## config.mk

```make
export PLATFORM = sky130hd
export DESIGN_NAME = nibble_capture_fifo
export DESIGN_NICKNAME = d
export VERILOG_FILES = /design/src/rtl/nibble_pkg.sv /design/src/rtl/nibble_fifo_mem.sv /design/src/rtl/nibble_capture_fifo.sv
export SDC_FILE = /design/constraint.sdc
export NUM_CORES = 1
export LEC_CHECK = 0
export ABC_CLOCK_PERIOD_IN_PS = 5100
export CAP_MARGIN = 20
export CORE_UTILIZATION = 60
export CTS_CLUSTER_DIAMETER = 80
export DETAILED_ROUTE_END_ITERATION = 10
export PLACE_DENSITY = 0.9
export SLEW_MARGIN = 20
export SYNTH_ARGS = -nofsm -noshare
export SYNTH_HDL_FRONTEND = slang
export SYNTH_SLANG_ARGS = --single-unit
```

## constraint.sdc

```tcl
create_clock -name clk -period 5.1 [get_ports clk]
set_input_delay 1.275 -clock clk [delete_from_list [all_inputs] [get_ports clk]]
set_output_delay 1.275 -clock clk [all_outputs]
set_load 0.03 [all_outputs]
```

## src/rtl/nibble_pkg.sv

```systemverilog
// Shared constants and FSM state type for the nibble capture FIFO.
// The FIFO buffers words coming from the upstream 4-bit inverter output.
package nibble_pkg;

    localparam int DEF_WIDTH = 4;
    localparam int DEF_DEPTH = 8;

    typedef enum logic [1:0] {
        EMPTY   = 2'd0,
        PARTIAL = 2'd1,
        FULL    = 2'd2
    } fifo_state_t;

endpackage

```

## src/rtl/nibble_fifo_mem.sv

```systemverilog
// FIFO storage: one synchronous write port, one combinational read port.
// The contents are meaningless until written; the controller never exposes unwritten entries.
module nibble_fifo_mem
    import nibble_pkg::*;
#(
    parameter int WIDTH = DEF_WIDTH,
    parameter int DEPTH = DEF_DEPTH,
    localparam int AW   = $clog2(DEPTH)
) (
    input  logic             clk,
    input  logic             wr_en,
    input  logic [AW-1:0]    wr_addr,
    input  logic [WIDTH-1:0] wr_data,
    input  logic [AW-1:0]    rd_addr,
    output logic [WIDTH-1:0] rd_data
);

    logic [WIDTH-1:0] mem [DEPTH];

    // NOTE: storage has no reset; validity is tracked by the controller, so the array stays plain RAM.
    always_ff @(posedge clk) begin
        if (wr_en) begin
            mem[wr_addr] <= wr_data;
        end
    end

    assign rd_data = mem[rd_addr];

endmodule

```

## src/rtl/nibble_capture_fifo.sv

```systemverilog
// First-word fall-through FIFO with EMPTY/PARTIAL/FULL control FSM, flush and
// a sticky overflow flag for words offered while full.
module nibble_capture_fifo
    import nibble_pkg::*;
#(
    parameter int WIDTH = DEF_WIDTH,
    parameter int DEPTH = DEF_DEPTH,
    localparam int AW   = $clog2(DEPTH),
    localparam int CW   = AW + 1
) (
    input  logic             clk,
    input  logic             rst_n,
    input  logic             flush,
    input  logic [WIDTH-1:0] in_data,
    input  logic             in_valid,
    output logic             in_ready,
    output logic [WIDTH-1:0] out_data,
    output logic             out_valid,
    input  logic             out_ready,
    output logic [CW-1:0]    count,
    output logic             overflow,
    input  logic             clear_ovf
);

    fifo_state_t   state;
    fifo_state_t   state_nxt;
    logic [AW-1:0] wr_ptr;
    logic [AW-1:0] rd_ptr;
    logic          push;
    logic          pop;

    // Ready depends only on state, never on out_ready, so a full FIFO refuses
    // a push even when a pop happens on the same edge.
    assign in_ready  = (state != FULL);
    assign out_valid = (state != EMPTY);
    assign push      = in_valid && in_ready && !flush;
    assign pop       = out_valid && out_ready && !flush;

    // NOTE: state_nxt gets a default before the case so every path assigns it and no latch is inferred.
    always_comb begin
        state_nxt = state;
        case (state)
            EMPTY:   if (push) state_nxt = PARTIAL;
            PARTIAL: begin
                if (push && !pop && count == CW'(DEPTH - 1)) begin
                    state_nxt = FULL;
                end else if (pop && !push && count == CW'(1)) begin
                    state_nxt = EMPTY;
                end
            end
            FULL:    if (pop) state_nxt = PARTIAL;
            default: state_nxt = EMPTY;
        endcase
        if (flush) begin
            state_nxt = EMPTY;
        end
    end

    // NOTE: sequential state uses non-blocking assignments so every register samples pre-edge values.
    always_ff @(posedge clk or negedge rst_n) begin
        if (!rst_n) begin
            state  <= EMPTY;
            wr_ptr <= '0;
            rd_ptr <= '0;
            count  <= '0;
        end else begin
            state <= state_nxt;
            if (flush) begin
                wr_ptr <= '0;
                rd_ptr <= '0;
                count  <= '0;
            end else begin
                // Pointers are exactly AW bits, so DEPTH-1 + 1 wraps to 0.
                if (push) wr_ptr <= wr_ptr + AW'(1);
                if (pop)  rd_ptr <= rd_ptr + AW'(1);
                case ({push, pop})
                    2'b10:   count <= count + CW'(1);
                    2'b01:   count <= count - CW'(1);
                    default: count <= count;
                endcase
            end
        end
    end

    // Overflow is independent of flush; a fresh overflow beats clear_ovf.
    always_ff @(posedge clk or negedge rst_n) begin
        if (!rst_n) begin
            overflow <= 1'b0;
        end else if (in_valid && state == FULL) begin
            overflow <= 1'b1;
        end else if (clear_ovf) begin
            overflow <= 1'b0;
        end
    end

    nibble_fifo_mem #(
        .WIDTH (WIDTH),
        .DEPTH (DEPTH)
    ) u_mem (
        .clk     (clk),
        .wr_en   (push),
        .wr_addr (wr_ptr),
        .wr_data (in_data),
        .rd_addr (rd_ptr),
        .rd_data (out_data)
    );

endmodule
```

### After elaboration in Yosys (flattened, before gate mapping)

Memories as Yosys holds them, arrays and structs flattened.
Index checks and enable logic that the tools add are counted.

* equality and inequality tests: 10
* reduce and logical (&&, ||, !) cells: 19
* muxes and demuxes: 16
* $add $sub $neg: 4

Operators with widths (number)
* 2-to-1 mux 3 bit: 4
* 2-to-1 mux 2 bit: 5
* logical AND 1 bit: 9
* case mux 4 bit (2 select lines): 1
* nonzero test 2 bit: 4
* adder 3 x 1 -> 3 bit (second input constant): 2
* != test 3 bit (second input constant): 2
* case mux 2 bit (3 select lines): 1
* adder 4 x 1 -> 4 bit (second input constant): 1
* == test 2 x 1 -> 1 bit (second input constant): 2
* == test 2 bit (second input constant): 2
* == test 4 x 1 -> 1 bit (second input constant): 1
* == test 4 x 3 -> 1 bit (second input constant): 1
* 2-to-1 mux 1 bit: 4
* 2-to-1 mux 4 bit: 1
* != test 4 bit (second input constant): 1
* subtractor 4 x 1 -> 4 bit (second input constant): 1
* zero test 1 bit: 3
* AND reduction 3 bit: 1
* nonzero test 3 bit: 1
* zero test 2 bit: 1
* != test 2 bit (second input constant): 1

* word-level logic and storage cells: 55
* memories kept: 1
* memory bits (writable): 32
* input port bits: 10
* bits in registers: 13

Memories
* u_mem.mem: words 8, bits a word 4, rd ports 1, clocked after memory_dff 0, wr ports 1, RTL line nibble_fifo_mem.sv:18 `logic [WIDTH-1:0] mem [DEPTH];`

### Logic depth before layout (Yosys ltp)

* depth after elaboration: 10
* depth in mapped cells: 5
* gate-level depth less buffers: 5

### Cells and area by module

From an unflattened synthesis, not the netlist that was laid out.

* cells, all modules: 140
* area, all modules: 2085.8 µm²

By module, submodules not included
* nibble_fifo_mem: area an instance 1290.0 µm², instances 1, cells each 59, seq. area each 960.9 µm²
* nibble_capture_fifo: area an instance 795.8 µm², instances 1, cells each 81, seq. area each 325.3 µm²

### Worst setup path after synthesis

OpenSTA, ideal clock, no wires.

* kind: register -> output
* start: register rd_ptr[0]
* end: output port out_data[0]
* cell stages (with the launch flop): 4
* path buffers: 1
* arrival time: 1.450 ns
* path slack: 2.375 ns
* path through: dfrtp_1 -> buf_2 -> mux4_2 -> mux2_2

* cells in the longest elaborated chain, start to end: 1

Ends and longest elaborated chain
* start, declared: RTL line nibble_capture_fifo.sv:28 `logic [AW-1:0] rd_ptr;`
* start signal, assigned: RTL line nibble_capture_fifo.sv:75 `if (pop) rd_ptr <= rd_ptr + AW'(1);`
* memory (8 x 4 bit)
* end, declared: RTL line nibble_capture_fifo.sv:17 `output logic [WIDTH-1:0] out_data,`

Every way passes these cells.

### Worst setup path in the final report

Same ends and word-level chain as after synthesis.

==> run metrics <==
Yosys top cell area share=0.469; CTS tree=done; nets=approximately 170; die height=60.4 um; routed via count=~1,200; Avg Cell Area, Syn=about 15 um2; critical path, cell by cell=mux4_2 -> mux2_2 -> clkdlybuf4s50_1; largest net degree at the start of global routing=18; CP delay by family, top=multiplexers; Worst Hold Class=register to register; DRT Pass-1 Iters=4; vias in the first global route=1,211; Root Buffer=clkbuf_4; CTS-repair resized insts=0; Avg WL per Cell=between 15 and 20 um; Clock transition at path regs=approximately 120 ps; largest area contributor in the netlist=edfxtp_1; antenna violation net count after detailed routing=0; power per cell area=297 nW/um2; status=finished clean; final hold vios=0; Initial Utilization=0.650; RSZ-0062 raised after global routing=false; WP data required=around 3800 ps; Max Cap Viol=0; top post-synthesis cells by area=edfxtp_1 (47%), dfrtp_1 (16%), mux4_2 (8.8%); Worst Tran Pin Value=between 700 and 800 ps; Worst Path Max Fanout=10; Final min period=between 3000 and 4000 ps; first-pass GRT wire length=around 6.0 mm; sequential cell area fraction in the yosys report=0.628; synth unique cells=37; I/O Pins=21; Syn-to-layout area delta=13.1%; synthesized area=roughly 2000 um2; CTS Buffer Depth=2; Layout Skew=approximately 13 ps; Syn Inst Count=approximately 140; slowest stage cell, crit path=dfrtp_1; Worst EP arrival=2540 ps; CTS Buf Count=5; P_leak=0.807 nW; routed wire length=around 3.7 mm; Max Freq=262 MHz; Port Buffers=20; Core Util, Final=0.735; Rows=20; Peak VDD IR=around 0.17 mV; initial antenna violation count=0; Worst Setup End Kind=output pin; fin. max-slew vios=0; Critical Path Source Type=register; endpoints failing setup=0; Antenna Cells=0; global-route usage over all layers=0.240; H-tree Lvls=2; count of state elements after synthesis=between 40 and 50; routability congestion estimate=between 0.7 and 0.8; total global routing overflow=0; setup TNS=0 ps; die area=between 3000 and 4000 um2; Vias/cell=slightly below 6; Die W=just over 60 um; share of layout cells above drive strength 1=0.164; worst rel slew slack=0.517; Crit Path Class=register to output pin; Crit path largest cell delay=740 ps; WP buf/inv=1; clk_lat worst skew=roughly 350 ps; Yosys Warn Count=0; clk sink count=45; Finished Layout Cells=~200; core area=3150 um2; syn_nets=152; DRT iter0 DRCs=52; fin crit share=0.748; Inst Count DP=about 200; hpwl dp=between 2 and 3 mm; DRC viols=0; # Post-CTS Setup Buffers=0; Post-CTS Hold Buffers=0
[worst min-delay path, cell delays in order (launching register included)]
cell and delay (ps):
dfrtp_1 400, inv_1 60, o22ai_1 70
[metrics by stage]
step	hold slack [ps]	worst slack (ps)	power, mW	cell area (um2)
detailed placement	537	1640	0.537	2260
CTS	557	1240	0.691	2320
global placement	519	1700	0.530	2260
floorplan	535	2380	0.496	2050
global route	615	1150	0.717	2320
finish	556	1290	0.688	2320
[power by group]
part	leakage [nW]	total (mW)	switching [mW]	internal, mW
Clock	0.0326	0.159	0.107	0.0523
Combinational	0.309	0.108	0.0541	0.0539
Sequential	0.465	0.421	0.0175	0.403
[worst paths after layout]
| check | depth (start not counted) | slack, ps | end | start |
|---|---|---|---|---|
| setup / recovery | 3 | 1290 | out_data[0] | rd_ptr[0]$_DFFE_PN0P_ |
| hold / removal | 2 | 560 | overflow$_DFFE_PN0P_ | overflow$_DFFE_PN0P_ |
| setup reg to reg | 4 | 2730 | u_mem.mem[0][3]$_DFFE_PP_ | state[0]$_DFFE_PN0P_ |
| hold reg to reg | 2 | 560 | overflow$_DFFE_PN0P_ | overflow$_DFFE_PN0P_ |
| max in group asynchronous | 1 | 3410 | wr_ptr[2]$_DFFE_PN0P_ | rst_n |
| min in group asynchronous | 1 | 1290 | rd_ptr[0]$_DFFE_PN0P_ | rst_n |
[registers in the layout, indices dropped and copies added, names as in the netlist]
name / flops
state: 2
u_mem.mem: 32
wr_ptr: 3
overflow: 1
count: 4
rd_ptr: 3
[metal layers]
metal | track usage | routed length, um
met5 | 0 | 0
met4 | 0.104 | 61
met3 | 0.0640 | 159
met2 | 0.408 | 1970
met1 | 0.290 | 1550
[layout make-up]
class	instances	area [um2]
Timing Repair Buffer	20	200
Tap cell	44	55.1
Clock inverter	3	17.5
Sequential cell	45	1290
Fill cell	218	837
Multi-Input combinational cell	82	704
Clock buffer	5	37.5
Inverter	4	15.0
[logic make-up after synthesis]
logic type                 after synthesis  synth area share
and+or+nand+nor                         42             0.112
buffers and inverters                   10            0.0281
xor gates and xnor gates                 6            0.0257
AOI/OAI and AO/OA                       13            0.0422
DFF                                     45             0.628
muxes                                   16             0.133
adders and majority gates                5            0.0305
[synthesized netlist by cell type]
| cell type | count |
|---|---|
| a2111oi_0 | 1 |
| a211oi_1 | 1 |
| a21oi_1 | 3 |
| a311oi_1 | 1 |
| a31oi_1 | 1 |
| and4_2 | 1 |
| buf_2 | 2 |
| buf_6 | 1 |
| clkbuf_1 | 2 |
| clkbuf_8 | 1 |
| dfrtp_1 | 13 |
| edfxtp_1 | 32 |
| ha_1 | 5 |
| inv_1 | 4 |
| mux2_2 | 6 |
| mux2_4 | 1 |
| mux2i_1 | 1 |
| mux4_2 | 8 |
| nand2_1 | 7 |
| nand2_8 | 1 |
| nand2b_1 | 3 |
| nand3_1 | 3 |
| nand4_1 | 1 |
| nand4b_1 | 2 |
| nor2_1 | 14 |
| nor2b_1 | 2 |
| nor3_1 | 4 |
| o21a_1 | 2 |
| o21ai_0 | 2 |
| o22ai_1 | 1 |
| o32ai_1 | 1 |
| or2_2 | 1 |
| or2b_1 | 1 |
| or3_1 | 1 |
| or3_4 | 1 |
| xnor2_1 | 3 |
| xor2_1 | 3 |
[cells in the final DEF, fill, tap and decap left out, types with 4 or more instances in the layout]
cell	count
clkbuf_4	5
nand2_1	7
nor3_1	4
ha_1	5
nor2_1	14
dfrtp_1	13
mux2_2	6
mux4_2	8
edfxtp_1	32
clkdlybuf4s50_1	20
inv_1	4
Power figures use the tool's default switching activity.
